===== src/rtl/led_dimmer_pkg.sv =====
// Shared constants, types and duty lookup for the LED PWM dimmer.
// Defining LED_DIMMER_OFF_LEVEL_EN adds a fifth brightness level that holds every LED off.
package led_dimmer_pkg;

`ifdef LED_DIMMER_OFF_LEVEL_EN
    localparam int LEVELS = 5;
`else
    localparam int LEVELS = 4;
`endif

    typedef logic [2:0] level_t;

    typedef enum logic {
        DB_IDLE,
        DB_COUNT
    } db_state_t;

    // Power of two whose fractional results (negative exponent) are clamped up to 1.
    function automatic int unsigned pow2_clamped(input int exponent);
        int unsigned result;
        if (exponent < 0)
            result = 1;
        else
            result = 32'd1 << exponent;
        return result;
    endfunction

    // Level 4 only exists with the off-level build; it falls into the zero-duty default.
    function automatic int unsigned duty(input level_t level, input int pwm_bits);
        int unsigned result;
        case (level)
            3'd0:    result = pow2_clamped(pwm_bits);
            3'd1:    result = pow2_clamped(pwm_bits - 1);
            3'd2:    result = pow2_clamped(pwm_bits - 3);
            3'd3:    result = pow2_clamped(pwm_bits - 5);
            default: result = 0;
        endcase
        return result;
    endfunction

endpackage


===== src/rtl/debounce_filter.sv =====
// Two-flop synchroniser followed by a counting debounce FSM for the brightness button.
module debounce_filter
    import led_dimmer_pkg::*;
#(
    parameter int DEBOUNCE_LIMIT = 250000
) (
    input  logic i_Clk,
    input  logic i_Rst_L,
    input  logic i_Raw,
    output logic o_Clean
);

    localparam int CNT_W = (DEBOUNCE_LIMIT > 1) ? $clog2(DEBOUNCE_LIMIT) : 1;
    localparam logic [CNT_W-1:0] LAST_COUNT = CNT_W'(DEBOUNCE_LIMIT - 1);

    logic             sync_1;
    logic             sync_2;
    logic             clean;
    logic             next_clean;
    db_state_t        state;
    db_state_t        next_state;
    logic [CNT_W-1:0] count;
    logic [CNT_W-1:0] next_count;

    always_ff @(posedge i_Clk or negedge i_Rst_L) begin
        if (!i_Rst_L) begin
            sync_1 <= 1'b0;
            sync_2 <= 1'b0;
            state  <= DB_IDLE;
            count  <= '0;
            clean  <= 1'b0;
        end else begin
            sync_1 <= i_Raw;
            sync_2 <= sync_1;
            state  <= next_state;
            count  <= next_count;
            clean  <= next_clean;
        end
    end

    // Any return to the accepted value before the limit throws away the progress so far.
    always_comb begin
        next_state = state;
        next_count = count;
        next_clean = clean;
        case (state)
            DB_IDLE: begin
                next_count = '0;
                if (sync_2 != clean)
                    next_state = DB_COUNT;
            end
            DB_COUNT: begin
                if (sync_2 == clean) begin
                    next_state = DB_IDLE;
                    next_count = '0;
                end else if (count == LAST_COUNT) begin
                    next_clean = sync_2;
                    next_state = DB_IDLE;
                    next_count = '0;
                end else begin
                    next_count = count + CNT_W'(1);
                end
            end
        endcase
    end

    assign o_Clean = clean;

endmodule


===== src/rtl/led_pwm_dimmer.sv =====
// Gates four blink waveforms with a shared PWM whose duty is stepped by a debounced button.
// Build option: LED_DIMMER_OFF_LEVEL_EN (via led_dimmer_pkg) adds an all-off level.
module led_pwm_dimmer
    import led_dimmer_pkg::*;
#(
    parameter int PWM_BITS       = 8,
    parameter int DEBOUNCE_LIMIT = 250000
) (
    input  logic       i_Clk,
    input  logic       i_Rst_L,
    input  logic [3:0] i_LED,
    input  logic       i_Switch,
    output logic       o_LED_1,
    output logic       o_LED_2,
    output logic       o_LED_3,
    output logic       o_LED_4,
    output logic [2:0] o_Level
);

    localparam int                  DUTY_W     = PWM_BITS + 1;
    localparam level_t              LAST_LEVEL = level_t'(LEVELS - 1);
    localparam logic [PWM_BITS-1:0] CNT_MAX    = '1;
    localparam logic [DUTY_W-1:0]   RESET_DUTY = DUTY_W'(duty(level_t'(0), PWM_BITS));

    logic                clean;
    logic                clean_prev;
    logic                press;
    logic                wrap;
    logic                pwm_on;
    level_t              level;
    logic [PWM_BITS-1:0] pwm_cnt;
    logic [DUTY_W-1:0]   active_duty;
    logic [3:0]          led;

    debounce_filter #(
        .DEBOUNCE_LIMIT(DEBOUNCE_LIMIT)
    ) u_debounce (
        .i_Clk   (i_Clk),
        .i_Rst_L (i_Rst_L),
        .i_Raw   (i_Switch),
        .o_Clean (clean)
    );

    assign press  = clean & ~clean_prev;
    assign wrap   = (pwm_cnt == CNT_MAX);
    assign pwm_on = ({1'b0, pwm_cnt} < active_duty);

    // Duty is only reloaded at the period boundary, so a press never produces a runt pulse.
    always_ff @(posedge i_Clk or negedge i_Rst_L) begin
        if (!i_Rst_L) begin
            clean_prev  <= 1'b0;
            level       <= '0;
            pwm_cnt     <= '0;
            active_duty <= RESET_DUTY;
            led         <= '0;
        end else begin
            clean_prev <= clean;
            if (press)
                level <= (level == LAST_LEVEL) ? '0 : level + 3'd1;
            pwm_cnt <= pwm_cnt + PWM_BITS'(1);
            if (wrap)
                active_duty <= DUTY_W'(duty(level, PWM_BITS));
            led <= i_LED & {4{pwm_on}};
        end
    end

    assign o_LED_1 = led[0];
    assign o_LED_2 = led[1];
    assign o_LED_3 = led[2];
    assign o_LED_4 = led[3];
    assign o_Level = level;

endmodule


===== config.mk =====
export PLATFORM = sky130hd
export DESIGN_NAME = led_pwm_dimmer
export DESIGN_NICKNAME = d
export VERILOG_FILES = /design/src/rtl/led_dimmer_pkg.sv /design/src/rtl/debounce_filter.sv /design/src/rtl/led_pwm_dimmer.sv
export SDC_FILE = /design/constraint.sdc
export NUM_CORES = 1
export LEC_CHECK = 0
export BUFFER_PORTS_ARGS = -buffer_cell sky130_fd_sc_hd__buf_2
export CAP_MARGIN = 20
export CORE_UTILIZATION = 30
export DETAILED_ROUTE_END_ITERATION = 10
export GPL_TIMING_DRIVEN = 0
export PLACE_DENSITY = 0.49
export SLEW_MARGIN = 10
export SYNTH_ARGS = -nofsm -noshare
export SYNTH_HDL_FRONTEND = slang
export SYNTH_SLANG_ARGS = --single-unit
export TNS_END_PERCENT = 10

===== constraint.sdc =====
create_clock -name i_Clk -period 2.26 [get_ports i_Clk]
set_input_delay 0.565 -clock i_Clk [delete_from_list [all_inputs] [get_ports i_Clk]]
set_output_delay 0.565 -clock i_Clk [all_outputs]
set_load 0.02 [all_outputs]

After elaboration in Yosys (flattened, before gate mapping). Index checks and enable logic that the tools add are counted.

Register bits after elaboration: 47. Input port bits: 7. Output and inout bits: 7.

Add/sub/neg operators: 3. Bitwise gates (word level): 5. Reduce and logical (&&, ||, !) cells: 2. Equal/unequal tests: 7. Magnitude comparators: 1. Mux-type cells: 9.

Operators by type and width (number): 2-to-1 mux 18 bit (2); case mux 18 bit (2 select lines) (1); case mux 9 bit (4 select lines) (1); adder 18 x 1 -> 18 bit, second input constant (1); == test 18 bit, second input constant (1); < comparator 8 x 9 -> 1 bit (1); adder 8 x 1 -> 8 bit, second input constant (1); == test 8 bit, second input constant (1); == test 3 x 2 -> 1 bit, second input constant (2); AND 4 bit (1); adder 3 x 1 -> 3 bit, second input constant (1); == test 3 x 1 -> 1 bit, second input constant (1); zero test 3 bit (1); 2-to-1 mux 1 bit (3); 2-to-1 mux 3 bit (1); inverter 1 bit (3); AND reduction 3 bit (1); case mux 1 bit (2 select lines) (1); AND 1 bit (1); == test 1 bit (1); inequality test 1 bit (1).

Longest topological paths before layout.
Depth after elaboration: 4. Gate-level depth with buffers: 6. Gate-level depth less buffers: 5.

Cells and area by module. Synthesis repeated with hierarchy kept, for this count alone.

Cell total of the unflattened synthesis: 169. Area total of the unflattened synthesis: 1948.1 um2.

Modules (own cells, without submodules): debounce_filter (cells each 96, area an instance 1056.0 um2, instances 1); led_pwm_dimmer (cells each 73, area an instance 892.1 um2, instances 1).

Worst setup path before layout. No wires, ideal clock.

Path kind: reg-to-reg. From: reg u_debounce.count[0]. To: reg u_debounce.count[10]. Data arrival time: 1564 ps. Period minus slack after synthesis: 1686 ps. Path slack: 574 ps. Cell stages (with the launch flop): 7. Cell sequence: dfrtp_1 ha_1 and3_1 nand4_1 o211ai_1 buf_2 nor2_1.

Cells in the longest elaborated chain, start to end: 4.

Ends and longest elaborated chain: start, declared (line debounce_filter.sv:22) `logic [CNT_W-1:0] count;`; start signal, assigned (line debounce_filter.sv:36) `count <= next_count;`; adder 18 x 1 -> 18 bit or == test 18 bit (tied branches) (line debounce_filter.sv:61, debounce_filter.sv:56); 2-to-1 mux 18 bit * (line debounce_filter.sv:56) `end else if (count == LAST_COUNT) begin`; 2-to-1 mux 18 bit * (line debounce_filter.sv:53) `if (sync_2 == clean) begin`; case mux 18 bit (2 select lines) * (line debounce_filter.sv:46) `case (state)`; via u_debounce.next_count[10] (line debounce_filter.sv:23) `logic [CNT_W-1:0] next_count;`.

The timed path passes the listed nets; every way through them passes the cells marked *. A chain may end at the register's enable or synchronous reset.

Final worst setup path.
From: reg u_debounce.count[0]. To: reg u_debounce.count[13].

Same word-level chain as after synthesis.

==> impl_metrics.py <==
metrics = {
    "status": {
        "status": "completed",
    },
    "cells_and_area": {
        "multi_input_area_sq_um": 828,
        "final_nets": 212,
        "seqCellArea_sq_um": 1050,
        "drive_gt1_share_pct": 16.2,
        "layout.cells.most_common_list": "41 x dfrtp_1, 20 x nor2_1, 14 x buf_2",
        "final_common_cell": "dfrtp_1",
        "fill_cells": 620,
        "area_delta_synth_final_pct": 16.2,
        "num_antenna_cells": 0,
    },
    "route": {
        "final_antenna_net_count": 0,
        "drt-vias-per-instance": 4.66,
        "drt_iter0_drc": 37,
        "vias": 1273,
        "remaining_drc_errors": 0,
        "first_pass_iters": 4,
        "finalWirelength_um": 3480,
        "wl_per_cell_um": 12.7,
    },
    "worst_setup_path": {
        "crit_fanout": 10,
        "slowest_delay_ps": 390,
        "worst_path_max_delay_cell": "dfrtp_1",
        "cp-start-kind": "register",
        "reg2reg_from": "u_debounce.count[0]",
        "crit_start": "u_debounce.count[0]",
        "path_class": "reg -> reg",
        "worstPathArrival_ps": 2010,
        "worstPathRequired_ps": 2440,
        "cp_cell_sequence": "ha_1 -> and3_1 -> nand4_1 -> o211ai_1 -> buf_2 -> nor2_1",
        "end_kind": "register",
        "ff2ff_path_depth": 6,
    },
    "clock_tree": {
        "htree_num_levels": 2,
        "clkTransAtPathRegs_ps": 80,
        "cts_buffer_depth": 2,
        "insertion_delay_ps": 300,
        "cts_buffers": 5,
        "cts_num_sinks": 42,
        "post_cts_resized": 0,
        "cts_hold_buf": 0,
        "cts-root-buf": "clkbuf_8",
        "post_cts_buffers": 0,
        "cts_tree": "yes",
    },
    "power_and_ir_drop": {
        "power_switching_uw": 299,
        "pwr-share-comb_pct": 2.8,
        "power.leakage_uw": 0.000990,
        "seqPwrFrac_pct": 54.2,
        "pwr_density_cell_nw_per_um2": 627,
        "intPower_uw": 1100,
        "pwr-share-clk_pct": 43.0,
        "p_sw_share_pct": 21.4,
        "ir_drop_mv": 0.261,
    },
    "die": {
        "dieHeight_um": 82.0,
        "initial_core_util_pct": 31.7,
        "coreArea_sq_um": 6060,
        "rows": 28,
        "ioPinCount": 14,
        "die_x_um": 82.0,
        "fp.dieArea_sq_um": 6720,
    },
    "sta": {
        "setup_viol_count_final": 0,
        "period_needed_ps": 1830,
        "totalNegativeSetupSlack_ps": 0,
        "rsz0062_at_grt": "no",
        "timing.fmax_mhz": 546,
        "relSlewSlack_pct": 66.5,
        "worst_pin_slew_ps": 502,
        "fin_worst_skew_ps": 5.69,
        "finalWorstSetupSlack_ps": 429,
        "final_hold_viol_count": 0,
        "fin_crit_sh_pct": 81.0,
        "maxSlewViolCount": 0,
    },
    "synth": {
        "synth_area_sq_um": 1920,
        "synth.avg_cell_area_sq_um": 11.0,
        "yosysUniqueCellTypes": 33,
        "syn_nets": 189,
        "ys_seq_area_share_pct": 54.8,
        "syn_inst": 174,
        "ys_ff_latch": 42,
        "yosysWarnings": 0,
    },
    "global_route": {
        "grt_pass1_vias": 1268,
        "grt_max_degree": 43,
        "antenna_found_initial": 0,
        "grt_usage_pct": 12.0,
        "overflow": 0,
        "grt_pass1_wl_um": 5940,
    },
    "place": {
        "place.gp.congestion": 0.748,
        "dp_slack_ps": 133,
        "dp_hpwl_um": 2320,
        "io_buffers": 13,
    },
    "worst_hold_path": {
        "hold_class": "in -> async",
    },
    "flow_run": {
        "maxCapViolations": 0,
    },
}
==> power by group through the flow <==
stage                     registers (uW)  logic (uW)  clock network [uW]
after floorplan                      773        9.18                   0
after global placement               773        33.3                   0
after detailed placement             773        33.3                   0
after CTS                            758        33.4                 622
after global routing                 759        45.9                 654
final                                758        39.7                 601
==> sequential cells by signal, summed over array words and instances (netlist names) <==
register            count
u_debounce.o_Clean      1
pwm_cnt                 8
clean_prev              1
u_debounce.sync_2       1
o_Level                 3
active_duty             4
led                     4
u_debounce.sync_1       1
u_debounce.state        1
u_debounce.count       18
==> stage by stage <==
stage	hold WS (ps)	instances	area [sq um]	utilization, %	power (uW)
floorplan	269	174	1920	-	782
global placement	334	262	2080	34.3	806
detailed placement	340	262	2080	34.3	806
CTS	359	270	2190	36.1	1410
global route	253	273	2230	36.8	1460
finish	222	273	2230	36.8	1400
==> critical path: cells and delay by family, from the launching register on <==
family                   cells  cell delay, ps
AND/OR/NAND/NOR              3             470
flip-flops                   1             390
AO/OA/AOI/OAI                1             350
buffers and inverters        1             300
adder cells (fa/ha/maj)      1             210
==> worst paths after layout <==
| kind | endpoint | slack (ps) |
|---|---|---|
| worst max-delay path | u_debounce.count[13] | 430 |
| worst min-delay path | pwm_cnt[7] | 220 |
| worst max register to register | u_debounce.count[13] | 430 |
| worst min register to register | u_debounce.sync_2 | 360 |
| max in group asynchronous | active_duty[8] | 1480 |
| min in group i_Clk | u_debounce.sync_2 | 360 |
==> layout make-up <==
type | count | area share (%)
flip-flops and latches | 42 | 47.2
plain buffers | 2 | 0.393
inverters | 8 | 1.35
repair buffers | 16 | 4.82
well taps | 75 | 4.21
clock buffers | 6 | 3.25
clock inverters | 2 | 1.68
multi-input cells | 122 | 37.1
==> cell usage after synthesis <==
cell type	number	share of area [%]
dfrtp_1	41	53
nor2_1	20	3.9
xnor2_1	13	5.9
nand2_1	10	2.0
nand3_1	10	2.6
ha_1	8	5.2
inv_1	8	1.6
nor2b_1	7	2.3
xor2_1	7	3.2
nor3_1	6	1.6
and3_1	5	1.6
nor4_1	4	1.3
a21oi_1	3	0.78
mux2_2	3	1.8
mux2i_1	3	1.6
nand2b_1	3	0.98
nand4_1	3	0.98
o21ai_0	3	0.78
and2_1	2	0.65
nand4b_1	2	0.91
a2111oi_0	1	0.46
a21boi_0	1	0.39
and4bb_2	1	0.65
buf_2	1	0.26
clkbuf_1	1	0.20
dfstp_2	1	1.4
nand4_4	1	1.1
o211ai_1	1	0.39
o31ai_1	1	0.39
or3_1	1	0.33
or3_4	1	0.59
or3b_2	1	0.46
or4_1	1	0.39
==> layer usage <==
metal	up-vias	wire length, um	global-route usage [%]
li1	638	-	-
met1	611	1690	15.4
met2	17	1620	18.8
met3	7	106	3.33
met4	0	55	4.74
met5	-	0	0
==> logic make-up (layout without fill, tap and decap cells) <==
| group | after synthesis | after routing | share of synthesized area (%) |
|---|---|---|---|
| AO/OA/AOI/OAI | 10 | 10 | 3.19 |
| XOR/XNOR | 20 | 20 | 9.13 |
| adder cells (fa/ha/maj) | 8 | 8 | 5.22 |
| buffers and inverters | 10 | 34 | 2.02 |
| flip-flops | 42 | 42 | 54.8 |
| multiplexers | 6 | 6 | 3.32 |
| AND/OR/NAND/NOR | 78 | 78 | 22.3 |
No activity file was read; power rests on OpenSTA's default activity.
